$ cat src/rtl/uart_param_loader_if.sv
// rtl/uart_param_loader_if.sv - received-byte strobe bus from the UART edge detector into the parameter loader

interface uart_param_loader_if;
   logic [7:0] byte_in;
   logic       byte_stb;

   modport master (output byte_in, output byte_stb);
   modport slave  (input  byte_in, input  byte_stb);
endinterface

$ cat src/rtl/uart_param_loader.sv
// rtl/uart_param_loader.sv - framed UART writer for the PID parameter registers (KP, KI, KD, SETPOINT)
// Optional trailing XOR checksum byte enabled by defining PARAM_CHECKSUM_EN.

module uart_param_loader #(
   parameter int         DATA_W      = 16,
   parameter logic [7:0] SYNC_BYTE   = 8'hA5,
   parameter int         TIMEOUT_CYC = 50000
) (
   input  logic                clk_in,
   input  logic                rst_in,
   uart_param_loader_if.slave  rx,
   output logic [DATA_W-1:0]   kp_out,
   output logic [DATA_W-1:0]   ki_out,
   output logic [DATA_W-1:0]   kd_out,
   output logic [DATA_W-1:0]   setpoint_out,
   output logic                param_upd,
   output logic                frame_err,
   output logic                busy
);

   localparam int NB = DATA_W / 8;
   localparam int CW = (NB > 1) ? $clog2(NB) : 1;
   localparam int TW = $clog2(TIMEOUT_CYC);

`ifdef PARAM_CHECKSUM_EN
   typedef enum logic [1:0] {S_IDLE, S_ADDR, S_DATA, S_CSUM} state_t;
`else
   typedef enum logic [1:0] {S_IDLE, S_ADDR, S_DATA} state_t;
`endif

   state_t            state_q, state_d;
   logic [1:0]        addr_q, addr_d;
   logic [CW-1:0]     bcnt_q, bcnt_d;
   logic [TW-1:0]     tmo_q, tmo_d;
   logic [DATA_W-1:0] shift_q, shift_d;
   logic [DATA_W-1:0] word_nxt;
   logic [DATA_W-1:0] wr_word;
   logic              wr_en;
   logic              upd_d;
   logic              err_d;
   logic              tmo_hit;
`ifdef PARAM_CHECKSUM_EN
   logic [7:0]        acc_q, acc_d;
`endif

   assign word_nxt = DATA_W'({shift_q, rx.byte_in});
   // Abort on the edge where the counter would reach TIMEOUT_CYC-1.
   assign tmo_hit  = (tmo_q == TW'(TIMEOUT_CYC - 2));
   assign busy     = (state_q != S_IDLE);

   always_ff @(posedge clk_in or posedge rst_in) begin
      if (rst_in) begin
         state_q <= S_IDLE;
      end else begin
         state_q <= state_d;
      end
   end

   always_comb begin
      state_d = state_q;
      addr_d  = addr_q;
      bcnt_d  = bcnt_q;
      shift_d = shift_q;
      tmo_d   = '0;
      wr_en   = 1'b0;
      wr_word = shift_q;
      upd_d   = 1'b0;
      err_d   = 1'b0;
`ifdef PARAM_CHECKSUM_EN
      acc_d   = acc_q;
`endif
      if (rx.byte_stb) begin
         case (state_q)
            S_IDLE: begin
               if (rx.byte_in == SYNC_BYTE) begin
                  state_d = S_ADDR;
               end
            end
            S_ADDR: begin
               addr_d = rx.byte_in[1:0];
               bcnt_d = '0;
`ifdef PARAM_CHECKSUM_EN
               acc_d  = rx.byte_in;
`endif
               if (rx.byte_in > 8'd3) begin
                  err_d   = 1'b1;
                  state_d = S_IDLE;
               end else begin
                  state_d = S_DATA;
               end
            end
            S_DATA: begin
               shift_d = word_nxt;
`ifdef PARAM_CHECKSUM_EN
               acc_d   = acc_q ^ rx.byte_in;
`endif
               if (bcnt_q == CW'(NB - 1)) begin
`ifdef PARAM_CHECKSUM_EN
                  state_d = S_CSUM;
`else
                  wr_en   = 1'b1;
                  wr_word = word_nxt;
                  upd_d   = 1'b1;
                  state_d = S_IDLE;
`endif
               end else begin
                  bcnt_d = bcnt_q + 1'b1;
               end
            end
`ifdef PARAM_CHECKSUM_EN
            S_CSUM: begin
               if (rx.byte_in == acc_q) begin
                  wr_en = 1'b1;
                  upd_d = 1'b1;
               end else begin
                  err_d = 1'b1;
               end
               state_d = S_IDLE;
            end
`endif
            default: state_d = S_IDLE;
         endcase
      end else if (state_q != S_IDLE) begin
         if (tmo_hit) begin
            err_d   = 1'b1;
            state_d = S_IDLE;
         end else begin
            tmo_d = tmo_q + 1'b1;
         end
      end
   end

   always_ff @(posedge clk_in or posedge rst_in) begin
      if (rst_in) begin
         addr_q       <= '0;
         bcnt_q       <= '0;
         tmo_q        <= '0;
         shift_q      <= '0;
         param_upd    <= 1'b0;
         frame_err    <= 1'b0;
         kp_out       <= '0;
         ki_out       <= '0;
         kd_out       <= '0;
         setpoint_out <= '0;
      end else begin
         addr_q    <= addr_d;
         bcnt_q    <= bcnt_d;
         tmo_q     <= tmo_d;
         shift_q   <= shift_d;
         param_upd <= upd_d;
         frame_err <= err_d;
         if (wr_en) begin
            case (addr_q)
               2'd0:    kp_out       <= wr_word;
               2'd1:    ki_out       <= wr_word;
               2'd2:    kd_out       <= wr_word;
               default: setpoint_out <= wr_word;
            endcase
         end
      end
   end

`ifdef PARAM_CHECKSUM_EN
   always_ff @(posedge clk_in or posedge rst_in) begin
      if (rst_in) begin
         acc_q <= '0;
      end else begin
         acc_q <= acc_d;
      end
   end
`endif

endmodule

$ cat src/flat_wrapper.sv
// flat-port wrapper written by rule: the top's interface ports become plain ports
module uart_param_loader_flat 
#(
   parameter int         DATA_W      = 16,
   parameter logic [7:0] SYNC_BYTE   = 8'hA5,
   parameter int         TIMEOUT_CYC = 50000
)
  (clk_in, rst_in, kp_out, ki_out, kd_out, setpoint_out, param_upd, frame_err, busy, rx_byte_in, rx_byte_stb);
  uart_param_loader_if rx_i ();
  input  logic clk_in;
  input  logic rst_in;
  output logic [DATA_W-1:0] kp_out;
  output logic [DATA_W-1:0] ki_out;
  output logic [DATA_W-1:0] kd_out;
  output logic [DATA_W-1:0] setpoint_out;
  output logic param_upd;
  output logic frame_err;
  output logic busy;
  input wire logic [$bits(rx_i.byte_in)-1:0] rx_byte_in;
  input wire logic [$bits(rx_i.byte_stb)-1:0] rx_byte_stb;
  assign rx_i.byte_in = rx_byte_in;
  assign rx_i.byte_stb = rx_byte_stb;
  uart_param_loader #(.DATA_W(DATA_W), .SYNC_BYTE(SYNC_BYTE), .TIMEOUT_CYC(TIMEOUT_CYC)) u_core (.clk_in(clk_in), .rst_in(rst_in), .rx(rx_i), .kp_out(kp_out), .ki_out(ki_out), .kd_out(kd_out), .setpoint_out(setpoint_out), .param_upd(param_upd), .frame_err(frame_err), .busy(busy));
endmodule
$ cat config.mk
export PLATFORM = sky130hd
export DESIGN_NAME = uart_param_loader_flat
export DESIGN_NICKNAME = d
export VERILOG_FILES = /design/src/rtl/uart_param_loader_if.sv /design/src/rtl/uart_param_loader.sv /design/src/flat_wrapper.sv
export SDC_FILE = /design/constraint.sdc
export NUM_CORES = 1
export LEC_CHECK = 0
export ABC_CLOCK_PERIOD_IN_PS = 5000
export BUFFER_PORTS_ARGS = -buffer_cell sky130_fd_sc_hd__buf_4
export CORE_ASPECT_RATIO = 1.1
export CORE_UTILIZATION = 58
export DETAILED_ROUTE_END_ITERATION = 7
export PLACE_DENSITY = 0.83
export SETUP_SLACK_MARGIN = 0.3
export SKIP_CTS_REPAIR_TIMING = 1
export SLEW_MARGIN = 20
export SYNTH_ARGS = -nofsm -noshare
export SYNTH_HDL_FRONTEND = slang
export SYNTH_SLANG_ARGS = --single-unit
$ cat constraint.sdc
create_clock -name clk_in -period 5 [get_ports clk_in]
set_clock_uncertainty 0.05 [all_clocks]
set_input_delay 0 -clock clk_in [delete_from_list [all_inputs] [get_ports clk_in]]
set_output_delay 0 -clock clk_in [all_outputs]
set_load 0.05 [all_outputs]
Word level (Yosys, flattened, before mapping)
Index checks and enable logic that the tools add are counted.
{"block": "word_totals", "reg_bits": 103, "latch_bits": 0, "ram_bits": 0, "romBits": 0, "inputBits": 11, "output_inout_bits": 67, "memories": 0}
{"block": "op_classes", "n_addsub": 2, "mul": 0, "n_div": 0, "order_cmp": 1, "eq_ne": 8, "shifts": 0, "mux": 23, "bitwise": 1, "n_reduce_logical": 15}
{"op": "two-way mux 16 bit", "n": 6}
{"op": "adder 16 x 1 -> 16 bit (second input constant)", "n": 1}
{"op": "== test 16 bit (second input constant)", "n": 1}
{"op": "AND reduction 2 bit", "n": 7}
{"op": "two-way mux 2 bit", "n": 6}
{"op": "two-way mux 1 bit", "n": 9}
{"op": "== test 8 bit (second input constant)", "n": 1}
{"op": "> comparator 8 x 2 -> 1 bit (second input constant)", "n": 1}
{"op": "nonzero test 2 bit", "n": 4}
{"op": "!= test 3 x 2 -> 1 bit (second input constant)", "n": 2}
{"op": "case mux 2 bit (3 select lines)", "n": 1}
{"op": "== test 2 x 1 -> 1 bit (second input constant)", "n": 2}
{"op": "== test 2 bit (second input constant)", "n": 2}
{"op": "logical NOT 2 bit", "n": 2}
{"op": "AND reduction 4 bit", "n": 1}
{"op": "OR reduction 3 bit", "n": 1}
{"op": "case mux 1 bit (2 select lines)", "n": 1}
{"op": "adder 1 bit (second input constant)", "n": 1}
{"op": "NOT 1 bit", "n": 1}

Logic depth before layout (Yosys ltp)
{"block": "logic_depth", "word_depth": 4, "depth_mapped": 8, "mapped_depth_nobuf": 6}

Worst setup path after synthesis
No wires, ideal clock.
{"block": "synth_timing", "path_kind": "register -> register", "start": "reg u_core.state_q[0]", "end": "reg u_core.ki_out[0]", "arrival_time_ns": 1.874, "t_required_ns": 4.825, "path_slack_ns": 2.951, "stages_incl_launch_ff": 9, "n_path_buf": 2, "synth_period_minus_slack_ns": 2.049, "cell_sequence": "dfrtp_1 -> inv_1 -> ha_1 -> and3_1 -> clkbuf_1 -> nand2_1 -> nor2_2 -> buf_2 -> mux2_2"}
{"block": "synth_via", "elab_chain_len": 4, "word_cells_on_any_way": 6, "classes_between": "1 x eq/ne; 4 x mux; 1 x reduce/logical"}
{"element": "start, declared", "line_no": "uart_param_loader.sv:31", "text": "state_t state_q, state_d;"}
{"element": "start signal, assigned", "line_no": "uart_param_loader.sv:55", "text": "state_q <= state_d;"}
{"element": "== test 2 bit"}
{"element": "two-way mux 1 bit (2 in series)"}
{"element": "via u_core.upd_d", "line_no": "uart_param_loader.sv:39", "text": "logic upd_d;"}
{"element": "AND reduction 2 bit (no source line)"}
{"element": "end signal, assigned", "line_no": "uart_param_loader.sv:155", "text": "2'd1: ki_out <= wr_word;"}
{"element": "end, declared", "line_no": "uart_param_loader.sv:13", "text": "output logic [DATA_W-1:0] ki_out,"}
The timed path passes the listed nets, and every way through them passes these cells.
A chain may end at the register's enable or synchronous reset.

Final worst setup path
{"block": "layout_timing", "start": "reg u_core.state_q[0]", "end": "reg u_core.kd_out[13]"}
{"block": "layout_via", "elab_chain_len": 4, "word_cells_on_any_way": 6, "classes_between": "1 x eq/ne; 4 x mux; 1 x reduce/logical"}
{"element": "== test 2 bit *", "line_no": "uart_param_loader.sv:73", "text": "case (state_q)"}
{"element": "two-way mux 1 bit", "line_no": "uart_param_loader.sv:73"}
{"element": "two-way mux 1 bit", "line_no": "uart_param_loader.sv:72", "text": "if (rx.byte_stb) begin"}
{"element": "AND reduction 2 bit (no source line)"}
{"element": "end signal, assigned", "line_no": "uart_param_loader.sv:156", "text": "2'd2: kd_out <= wr_word;"}
{"element": "end, declared", "line_no": "uart_param_loader.sv:14", "text": "output logic [DATA_W-1:0] kd_out,"}
Every way passes the cells marked *; elsewhere a longest branch is shown, timed or not.

==> flow_summary.yaml <==
yosys:
  synthesis.nets: 295
  synth_cell_types: 36
  async_flop_share_pct: 100
  avgSynthCellArea_um2: 14.1
  yosysMostFrequentCell: "dfrtp_1"
  synthCells: 279
  synth_seq_cells: 95
  synth_top_area_share_pct: 60.6
  synth.area.top_cells: "dfrtp_1 (61%), mux2_2 (22%), xnor2_1 (2.5%)"
  ys_warn_count: 0
  ys_seq_area_share_pct: 60.6
  syn-cell-area_um2: 3930
  synth_edf_count: 0
  yosys-top-cells-count: "dfrtp_1 (95), mux2_2 (75), nor2_1 (11), nor2_2 (11), xnor2_1 (11)"
  yosysTopAreaCell: "dfrtp_1"
  synth_ff_type: "dfrtp_1"
floorplanning:
  start_util_pct: 59.9
  io_pins: 78
  die_x_um: 80.4
  die_h_um: 88.3
  die_area_um2: 7100
  rows: 31
  core-area_um2: 6560
layout:
  antenna_cells: 0
  drive_above_1_share_pct: 49.3
  fillers: 429
  fin_area_um2: 4840
  seq_area_um2: 2380
  area_growth_syn_to_layout_pct: 23.4
  multi_input_area_um2: 1470
  nets: 386
  utilization_pct: 73.9
  fin_cells: 457
route:
  viasPerCell: 5.44
  ant_nets: 0
  wire_per_inst_um: 17.2
  drc_errors: 0
  drtIter0Drc: 124
  finalWirelength_um: 7850
  dr.pass1.iters: 4
  vias: 2484
clocking:
  clk_latency_ns: 0.35
  cts.sinks: 95
  cts_tree: "yes"
  cts-root-buf: "clkbuf_8"
  clockBufferDepth: 2
  htree_levels: 3
  path_clk_slew_ns: 0.09
  cts_buffers: 9
global_route:
  grt_overflow: 0
  grt_pass1_vias: 2457
  track_usage_pct: 23.5
  grt_first_pass_wirelength_um: 12300
  antenna_found_initial: 0
  grt_max_degree: 51
timing:
  max_freq_mhz: 403
  rsz0062_at_grt: "false"
  finalCritPeriodShare_pct: 49.6
  final_max_slew_viol_count: 0
  worst_pin_slew_ns: 0.990
  tns_ns: 0
  max_slew_margin_pct: 33.8
  holdWs_ns: 0.268
  setup_viol: 0
  finalCriticalPeriod_ns: 2.48
  finalHoldViolations: 0
critical_path:
  startpoint: "u_core.state_q[0]$_DFFE_PP0P_"
  regToRegStartpoint: "u_core.state_q[0]$_DFFE_PP0P_"
  crit_fanout: 16
  startpoint_type: "register"
  r2r_end: "u_core.kd_out[13]$_DFFE_PP0P_"
  crit_path_end_kind: "register"
  setup.worst_path.end: "u_core.kd_out[13]$_DFFE_PP0P_"
  worst_ep_arrival_time_ns: 2.65
  r2r_slack_ns: 2.52
  path_class: "reg2reg"
  critPathRequiredTime_ns: 5.17
  rr_worst_depth: 5
power_and_ir_drop:
  power-per-cell-area_nw_per_um2: 257
  ir_drop_uv: 195
  p_leak_uw: 0.00243
placed_design:
  placed_cell_area_um2: 4580
  dp.cells: 431
  portBuffers: 77
  place_hpwl_um: 5460
  place_congestion: 0.807
outcome:
  run_status: "finished clean"
flow_run:
  max_cap_violations: 0
hold_path:
  hp-class: "in2async"
==> cells in the final DEF (no fill, tap or decap) <==
cell type	instances
a2111oi_0	1
a21oi_1	2
a311oi_2	1
a31oi_1	1
and3_1	1
buf_4	78
buf_8	1
clkbuf_1	3
clkbuf_8	9
clkinv_2	2
clkinvlp_4	1
dfrtp_1	95
dlygate4sd3_1	10
ha_1	5
inv_1	7
inv_6	2
mux2_2	75
nand2_1	7
nand2_2	1
nand2_4	1
nand2b_1	1
nand3_1	8
nand3b_1	1
nand4_1	6
nor2_1	11
nor2_2	11
nor3_1	4
nor3_2	1
nor4_1	5
nor4_4	1
o21ai_0	2
o21bai_1	1
o22ai_1	1
or3_1	3
or4_1	1
or4_4	1
or4b_1	1
xnor2_1	11
xor2_1	2
==> report_power, final <==
| part | leakage [uW] | switching [uW] | total [uW] | internal (uW) |
|---|---|---|---|---|
| sequential | 0.00133 | 1.80 | 770 | 768 |
| clock | 0.0000814 | 252 | 436 | 184 |
| combinational | 0.00102 | 25.5 | 38.3 | 12.8 |
==> logic make-up (layout without fill, tap and decap cells) <==
family	Yosys count	after routing	share of synthesized area, %
flops	95	95	60.6
xor+xnor	13	13	2.90
fa+ha+maj	5	5	1.59
mux	75	75	21.5
compound gates	9	9	1.63
buf+inv	17	113	2.30
simple gates	65	65	9.50
==> how the worst min path moves through the flow <==
stage / endpoint / cells after the start / slack, ns
6_report: u_core.tmo_q[14]$_DFF_PP0_ / 3 / 0.27
5_1_grt: u_core.tmo_q[15]$_DFF_PP0_ / 3 / 0.34
4_1_cts: u_core.ki_out[10]$_DFFE_PP0P_ / 2 / -0.27
3_5_place_dp: u_core.tmo_q[14]$_DFF_PP0_ / 2 / 0.11
3_3_place_gp: u_core.tmo_q[12]$_DFF_PP0_ / 2 / 0.11
2_1_floorplan: u_core.addr_q[0]$_DFFE_PP0P_ / 1 / 0.10
==> final cells by class <==
| cell class | count | area share [%] |
|---|---|---|
| clock buffer | 12 | 2.79 |
| sequential | 95 | 49.1 |
| timing repair buffer | 89 | 14.5 |
| multi-input combinational | 167 | 30.3 |
| clock inverter | 4 | 0.620 |
| inverter | 8 | 0.646 |
| tap | 82 | 2.12 |
==> stage by stage <==
stage	power, uW	worst slack [ns]
finish	1240	2.52
global route	1290	2.34
CTS	1250	2.53
detailed placement	818	2.54
global placement	818	2.52
floorplan	801	2.47
==> registers in the layout, summed over array words and instances (netlist names) <==
name,flops
u_core.param_upd,1
u_core.tmo_q,16
u_core.bcnt_q,1
u_core.kd_out,16
u_core.addr_q,2
u_core.frame_err,1
u_core.shift_q,8
u_core.setpoint_out,16
u_core.ki_out,16
u_core.state_q,2
u_core.kp_out,16
==> layer usage <==
metal  track usage [%]  share of wire, %  vias to the layer above
li1                  -                 -                     1163
met1              32.0                46                     1244
met2              37.3                48                       67
met3              5.36               4.4                       10
met4              9.09               1.6                        0
met5                 0                 0                        -
==> worst max-delay path, stage by stage, from the launching register on <==
cell      delay (ns)
dfrtp_1         0.41
inv_1           0.12
ha_1            0.27
and3_1          0.26
nand3b_1        0.70
mux2_2          0.55
Power figures use the tool's default switching activity.
